## config.mk

```make
export PLATFORM = sky130hd
export DESIGN_NAME = sram_rw_ctrl
export DESIGN_NICKNAME = d
export VERILOG_FILES = /design/src/rtl/sram_rw_ctrl.sv
export SDC_FILE = /design/constraint.sdc
export NUM_CORES = 1
export LEC_CHECK = 0
export BUFFER_PORTS_ARGS = -buffer_cell sky130_fd_sc_hd__buf_2
export CAP_MARGIN = 20
export CORE_MARGIN = 5
export CORE_UTILIZATION = 46
export CTS_CLUSTER_SIZE = 12
export DETAILED_ROUTE_END_ITERATION = 12
export GPL_ROUTABILITY_DRIVEN = 0
export PLACE_DENSITY_LB_ADDON = 0.25
export SYNTH_ARGS = -nofsm -noshare
export SYNTH_HDL_FRONTEND = slang
export SYNTH_SLANG_ARGS = --single-unit
```

## constraint.sdc

```tcl
create_clock -name clk -period 2.4 [get_ports clk]
set_input_delay 0.36 -clock clk [delete_from_list [all_inputs] [get_ports clk]]
set_output_delay 0.36 -clock clk [all_outputs]
set_load 0.02 [all_outputs]
```

## src/rtl/sram_rw_ctrl.sv

```systemverilog
// Asynchronous-SRAM access controller: programmable wait states, byte-enable writes,
// write-to-read turnaround and a req/ready + rsp_valid handshake with back-to-back issue.
module sram_rw_ctrl #(
  parameter int unsigned ADDR_W   = 20,
  parameter int unsigned DATA_W   = 32,
  parameter int unsigned BE_W     = DATA_W / 8,
  parameter int unsigned WAIT_CYC = 2,
  parameter int unsigned TURN_CYC = 1
) (
  input  logic              clk,
  input  logic              rst,
  input  logic              req,
  input  logic              req_we,
  input  logic [ADDR_W-1:0] req_addr,
  input  logic [DATA_W-1:0] req_wdata,
  input  logic [BE_W-1:0]   req_be,
  output logic              req_ready,
  output logic              rsp_valid,
  output logic [DATA_W-1:0] rsp_rdata,
  output logic              busy,
  output logic [ADDR_W-1:0] sram_addr,
  output logic [DATA_W-1:0] sram_wdata,
  output logic              sram_wdata_oe,
  input  logic [DATA_W-1:0] sram_rdata,
  output logic              sram_ce_n,
  output logic              sram_oe_n,
  output logic              sram_we_n,
  output logic [BE_W-1:0]   sram_be_n
);

  localparam int unsigned CNT_W = 4;

  typedef enum logic [1:0] {IDLE, ACCESS, DONE, TURN} state_e;

  state_e              r_state, w_state_nxt;
  logic [CNT_W-1:0]    r_cnt, w_cnt_nxt;
  logic                r_we, w_we_nxt;
  logic [ADDR_W-1:0]   r_addr, w_addr_nxt;
  logic [DATA_W-1:0]   r_wdata, w_wdata_nxt;
  logic [BE_W-1:0]     r_be, w_be_nxt;

  logic                r_rsp_valid, w_rsp_valid_nxt;
  logic [DATA_W-1:0]   r_rsp_rdata, w_rsp_rdata_nxt;
  logic [ADDR_W-1:0]   r_sram_addr, w_sram_addr_nxt;
  logic [DATA_W-1:0]   r_sram_wdata, w_sram_wdata_nxt;
  logic                r_wdata_oe, w_wdata_oe_nxt;
  logic                r_ce_n, w_ce_n_nxt;
  logic                r_oe_n, w_oe_n_nxt;
  logic                r_we_n, w_we_n_nxt;
  logic [BE_W-1:0]     r_be_n, w_be_n_nxt;

  logic                w_accept;

  assign req_ready = rst & ((r_state == IDLE) | (r_state == DONE));
  assign busy      = (r_state != IDLE);
  assign w_accept  = req & req_ready;

  assign rsp_valid     = r_rsp_valid;
  assign rsp_rdata     = r_rsp_rdata;
  assign sram_addr     = r_sram_addr;
  assign sram_wdata    = r_sram_wdata;
  assign sram_wdata_oe = r_wdata_oe;
  assign sram_ce_n     = r_ce_n;
  assign sram_oe_n     = r_oe_n;
  assign sram_we_n     = r_we_n;
  assign sram_be_n     = r_be_n;

  always_ff @(posedge clk or negedge rst) begin
    if (!rst) begin
      r_state      <= IDLE;
      r_cnt        <= '0;
      r_we         <= 1'b0;
      r_addr       <= '0;
      r_wdata      <= '0;
      r_be         <= '0;
      r_rsp_valid  <= 1'b0;
      r_rsp_rdata  <= '0;
      r_sram_addr  <= '0;
      r_sram_wdata <= '0;
      r_wdata_oe   <= 1'b0;
      r_ce_n       <= 1'b1;
      r_oe_n       <= 1'b1;
      r_we_n       <= 1'b1;
      r_be_n       <= '1;
    end else begin
      r_state      <= w_state_nxt;
      r_cnt        <= w_cnt_nxt;
      r_we         <= w_we_nxt;
      r_addr       <= w_addr_nxt;
      r_wdata      <= w_wdata_nxt;
      r_be         <= w_be_nxt;
      r_rsp_valid  <= w_rsp_valid_nxt;
      r_rsp_rdata  <= w_rsp_rdata_nxt;
      r_sram_addr  <= w_sram_addr_nxt;
      r_sram_wdata <= w_sram_wdata_nxt;
      r_wdata_oe   <= w_wdata_oe_nxt;
      r_ce_n       <= w_ce_n_nxt;
      r_oe_n       <= w_oe_n_nxt;
      r_we_n       <= w_we_n_nxt;
      r_be_n       <= w_be_n_nxt;
    end
  end

  always_comb begin
    w_state_nxt      = r_state;
    w_cnt_nxt        = r_cnt;
    w_we_nxt         = r_we;
    w_addr_nxt       = r_addr;
    w_wdata_nxt      = r_wdata;
    w_be_nxt         = r_be;
    w_rsp_valid_nxt  = 1'b0;
    w_rsp_rdata_nxt  = r_rsp_rdata;
    w_sram_addr_nxt  = r_sram_addr;
    w_sram_wdata_nxt = r_sram_wdata;
    w_wdata_oe_nxt   = 1'b0;
    w_ce_n_nxt       = 1'b1;
    w_oe_n_nxt       = 1'b1;
    w_we_n_nxt       = 1'b1;
    w_be_n_nxt       = '1;

    if (w_accept) begin
      w_we_nxt    = req_we;
      w_addr_nxt  = req_addr;
      w_wdata_nxt = req_wdata;
      w_be_nxt    = req_be;
    end

    case (r_state)
      IDLE: begin
        if (w_accept) begin
          w_state_nxt = ACCESS;
          w_cnt_nxt   = '0;
        end
      end
      ACCESS: begin
        if (r_cnt == CNT_W'(WAIT_CYC - 1)) begin
          w_state_nxt = DONE;
          if (!r_we) w_rsp_rdata_nxt = sram_rdata;
        end else begin
          w_cnt_nxt = r_cnt + CNT_W'(1);
        end
      end
      DONE: begin
        w_cnt_nxt = '0;
        if (!w_accept) begin
          w_state_nxt = IDLE;
        end else if (r_we && !req_we && (TURN_CYC > 0)) begin
          w_state_nxt = TURN;
        end else begin
          w_state_nxt = ACCESS;
        end
      end
      TURN: begin
        if (r_cnt == CNT_W'(TURN_CYC - 1)) begin
          w_state_nxt = ACCESS;
          w_cnt_nxt   = '0;
        end else begin
          w_cnt_nxt = r_cnt + CNT_W'(1);
        end
      end
      default: w_state_nxt = IDLE;
    endcase

    // Pin values are registered, so they follow the state being entered.
    case (w_state_nxt)
      ACCESS: begin
        w_ce_n_nxt      = 1'b0;
        w_sram_addr_nxt = w_addr_nxt;
        if (w_we_nxt) begin
          w_we_n_nxt       = 1'b0;
          w_be_n_nxt       = ~w_be_nxt;
          w_wdata_oe_nxt   = 1'b1;
          w_sram_wdata_nxt = w_wdata_nxt;
        end else begin
          w_oe_n_nxt = 1'b0;
          w_be_n_nxt = '0;
        end
      end
      DONE: begin
        w_rsp_valid_nxt = 1'b1;
        w_wdata_oe_nxt  = w_we_nxt;
      end
      default: ;
    endcase
  end

endmodule

```

After elaboration in Yosys (flattened, before gate mapping)

Index checks and enable logic that the tools add are counted.

Add/subtract/negate cells: 1
Eq/ne operators: 8
Muxes and demuxes: 23
Bitwise operators: 5
Reductions and logical operators: 8

Operators by type and width:

| kind                  | count |
|---|---|
| $mux W32              | 1 |
| $mux W4               | 6 |
| $mux W20              | 1 |
| $pmux W4 S4           | 1 |
| $mux W2               | 5 |
| $pmux W2 S4           | 1 |
| $mux W1               | 7 |
| $eq A2 B2 Y1 const B  | 3 |
| $add A4 B1 Y4 const B | 1 |
| $eq A2 B1 Y1 const B  | 2 |
| $eq A4 B1 Y1 const B  | 1 |
| $logic_not A4 Y1      | 1 |
| $ne A2 B2 Y1 const B  | 2 |
| $not A4 Y4            | 1 |
| $reduce_and A2 Y1     | 2 |
| $reduce_and A3 Y1     | 1 |
| $and A1 B1 Y1         | 2 |
| $logic_not A2 Y1      | 1 |
| $pmux W1 S2           | 1 |
| $reduce_bool A2 Y1    | 1 |
| $logic_and A1 B1 Y1   | 1 |
| $logic_not A1 Y1      | 1 |
| $not A1 Y1            | 1 |
| $or A1 B1 Y1          | 1 |

Bits in registers: 156
Input bits: 92
Output and inout bits: 95
Word-level logic and storage cells: 60

Longest topological paths before layout

Depth in word-level cells: 8
Mapped depth: 11

Least setup slack after synthesis

No wires, ideal clock.

Path type: flip-flop to flip-flop
Start: register r_cnt[0]
End: register r_sram_wdata[10] (netlist: sram_wdata[10])
Library setup time: 125 ps
Arrival: 2333 ps
Required time: 2275 ps
Slack: -58 ps
Cell stages (with the launch flop): 12
Buffers on the path: 2
Cell sequence: dfrtp_1 -> inv_1 -> ha_1 -> nand4bb_1 -> nand2_1 -> o2bb2ai_1 -> ha_1 -> clkbuf_1 -> nand2_1 -> mux2i_4 -> buf_6 -> mux2_2

Cells in the longest elaborated chain, start to end: 5

Ends and longest elaborated chain:

| what                                                    | line     | RTL |
|---|---|---|
| start: declaration                                      | 36       | `logic [CNT_W-1:0] r_cnt, w_cnt_nxt;` |
| start signal: assignment                                | 87       | `r_cnt <= w_cnt_nxt;` |
| $eq A4 B1 Y1 / $logic_not A4 Y1 (equally long branches) | 136, 154 |  |
| $mux W2, on equally long branches                       | 136, 154 |  |
| $pmux W2 S4 *                                           | 128      | `case (r_state)` |
| $eq A2 B1 Y1 *                                          | 165      | `case (w_state_nxt)` |
| $reduce_and A2 Y1 (no source line) *                    | --       |  |
| end signal: assignment                                  | 95       | `r_sram_wdata <= w_sram_wdata_nxt;` |
| end: declaration                                        | 45       | `logic [DATA_W-1:0] r_sram_wdata, w_sram_wdata_nxt;` |

Mark *: on every way between the ends. The rest lies on a longest branch, timed or not.
A chain may end at the register's enable or synchronous reset.

Worst setup path after layout

Start: register r_cnt[1]
End: register r_sram_wdata[26] (netlist: sram_wdata[26])

The elaborated chain is that of the path after synthesis.

==> flow_summary_export.csv <==
group,metric,value,unit
final_layout,area_delta_synth_final,32.0,%
sta,fin_crit_sh,95.9,%
sta,max-slew-margin-rel,46.5,%
final_layout,diodes,0,
floorplanning,die_h,125,um
sta,setup-tns-final,0,ps
routing,wl,12700,um
placement,dp.cells,728,
final_layout,post-route-util,62.6,%
placement,post-place-ws,32.9,ps
worst_setup_path,arrival,2600,ps
floorplanning,dieArea,15500,um^2
worst_setup_path,required,2700,ps
sta,fin_crit,2300,ps
synthesis,synthCells,378,
worst_setup_path,worstPathMaxFanout,8,
routing,drt-pass1-iter-count,4,
power_and_ir_drop,leakage,3.81,nW
global_routing,grt_max_degree,159,
power_and_ir_drop,vdd_drop_max,687,uV
job,drv_cap,0,
sta,setup_viol,0,
clock_tree,cts.clk_slew.worst_paths,60,ps
floorplanning,die_w,125,um
routing,drt-initial-drc-count,191,
synthesis,synth_seq_area_share,64.8,%
global_routing,grt_pass1_vias,4099,
synthesis,synthDistinctLibCells,32,
clock_tree,cts.sinks,156,
synthesis,ys_ff_latch,156,
synthesis,syn-mean-instance-area,16.0,um^2
synthesis,synth.cell_area,6040,um^2
worst_setup_path,crit_top_cell,"nand2_2",
worst_setup_path,start_kind,"flop",
clock_tree,cts_made_buffers,17,
status,status,"completed",
floorplanning,row_count,41,
sta,slew_viol_final,0,
sta,setup_slack,98.5,ps
final_layout,final_cell_mix,"buf_2, dfrtp_1, mux2_2",
sta,grt_setup_unrepaired,"no",
worst_setup_path,worst_setup_path_end_kind,"flop",
clock_tree,insertion_delay,410,ps
final_layout,finalNonFillerCells,770,
worst_setup_path,critPathKind,"reg2reg",
power_and_ir_drop,power,12.6,mW
floorplanning,core_area,12700,um^2
clock_tree,cts_tree,"done",
global_routing,grt_pass1_wl,20700,um
sta,clock.fmax,0.434,GHz
routing,num_vias,3780,
sta,hold_ws,131,ps
clock_tree,clockBufferDepth,2,
floorplanning,io_pins,187,
placement,placement.io_buffers,186,
clock_tree,cts-hold-fix-buffers,0,
final_layout,layout_commonest_cell,"buf_2",
global_routing,antenna_found_initial,0,
clock_tree,cts_root_buffer,"clkbuf_16",
sta,tightest_slew,803,ps
clock_tree,htreeDepth,4,
sta,final_hold_viol_count,0,
worst_setup_path,path_cells,"inv_2 -> ha_1 -> nand4bb_1 -> nand2_2 -> o2bb2ai_2 -> ha_4 -> nand2_2 -> mux2i_4 -> clkbuf_16 -> mux2_2",
placement,dp_hpwl,8680,um
final_layout,fin_nets,682,
final_layout,design_area,7970,um^2
final_layout,drive_gt1_share,65.9,%
power_and_ir_drop,cellPowerDensity,1580,nW/um^2
sta,fin_skew,5.78,ps
worst_setup_path,critPathMaxStageDelay,410,ps
routing,post_drt_via_cell_ratio,4.91,
global_routing,grt_remaining_overflow,0,
global_routing,globalRouteTotalUtil,16.7,%
routing,wire_per_inst,16.4,um
routing,ant_nets,0,
floorplanning,start_util,47.4,%
routing,drc,0,
placement,placed_cell_area,7180,um^2
synthesis,yosys_warnings,0,
worst_setup_path,slowest_stage,"dfrtp_1",
hold_path,hold_class,"in2async",
synthesis,synth_nets,475,
[critical path, delay by kind of cell, from the launching register on]
family                   cells  cell delay, ps
buffers and inverters        2             340
flip-flops                   1             410
adder cells (fa/ha/maj)      2             330
AO/OA/AOI/OAI                1             140
multiplexers                 2             630
AND/OR/NAND/NOR              3             330
[kinds of logic after synthesis]
group	Yosys count	share of synthesized area, %
compound gates	14	1.82
xor+xnor	1	0.145
fa+ha+maj	5	1.04
buf+inv	27	2.86
flops	156	64.8
mux	140	26.2
simple gates	35	3.07
[path summary, 6_finish.rpt]
| kind | start | to | slack [ps] | cells past startpoint |
|---|---|---|---|---|
| setup / recovery | r_cnt[1]$_DFFE_PN0P_ | sram_wdata[26]$_DFFE_PN0P_ | 100 | 10 |
| hold / removal | rst | rsp_rdata[20]$_DFFE_PN0P_ | 130 | 2 |
| setup reg to reg | r_cnt[1]$_DFFE_PN0P_ | sram_wdata[26]$_DFFE_PN0P_ | 100 | 10 |
| hold reg to reg | r_be[3]$_DFF_PN0_ | r_be[3]$_DFF_PN0_ | 460 | 2 |
| max in group asynchronous | rst | sram_addr[14]$_DFFE_PN0N_ | 1690 | 2 |
| min in group clk | req_be[1] | r_be[1]$_DFF_PN0_ | 150 | 3 |
[final cells by class]
class / count / area [um^2]
clock inverters: 12 / 169
well taps: 172 / 215
repair buffers: 207 / 1180
flip-flops and latches: 156 / 3920
inverters: 8 / 30.0
clock buffers: 20 / 457
fillers: 1030 / 4750
multi-input cells: 195 / 2000
[Yosys cell counts]
master	number	area [um^2]
mux2i_4	1	22.5
nor2b_1	1	6.26
o22ai_1	1	6.26
xnor2_1	1	8.76
a31oi_1	2	12.5
inv_1	8	30.0
mux2_1	1	11.3
o311ai_0	5	43.8
buf_4	4	30.0
o2bb2ai_1	1	8.76
o2bb2a_1	1	10.0
a22o_1	1	8.76
buf_6	7	78.8
and3b_1	1	8.76
ha_1	5	62.6
dfstp_2	7	184
nand3b_1	5	37.5
mux2i_1	3	30.0
clkbuf_1	5	18.8
nand3_1	5	25.0
a211oi_1	1	7.51
nand4bb_1	1	11.3
mux2_2	135	1520
o21ai_0	1	5.00
nor3b_2	1	12.5
nor3_1	2	10.0
dfrtp_1	149	3730
buf_2	3	15.0
nand2_1	17	63.8
or2_2	1	6.26
o21a_1	1	7.51
nor2_1	1	3.75
[timing repair]
| action | CTS | global route |
|---|---|---|
| buffers inserted | 0 | 7 |
| gates resized for setup | 0 | 13 |
| endpoints found under the setup margin | 0 | 32 |
[where the power goes]
part | leakage (nW) | total (mW) | internal (mW) | switching, mW
Combinational | 1.65 | 5.26 | 2.56 | 2.71
Sequential | 1.86 | 4.56 | 4.02 | 0.541
Clock | 0.306 | 2.79 | 1.79 | 1.01
[sequential cells by signal, indices dropped and copies added (netlist names)]
signal / cells
r_wdata: 32
sram_ce_n: 1
sram_oe_n: 1
r_be: 4
r_cnt: 4
r_state: 2
rsp_valid: 1
r_we: 1
rsp_rdata: 32
sram_wdata_oe: 1
sram_be_n: 4
sram_we_n: 1
sram_wdata: 32
r_addr: 20
sram_addr: 20
[routing by layer]
metal | GRT usage (%) | up-vias | routed length [um]
met5 | 0 | - | 0
met4 | 5.74 | 0 | 227
met3 | 6.99 | 19 | 765
met1 | 19.0 | 1901 | 5120
met2 | 28.4 | 112 | 6550
li1 | - | 1748 | -
(Power assumes the default switching activity.)
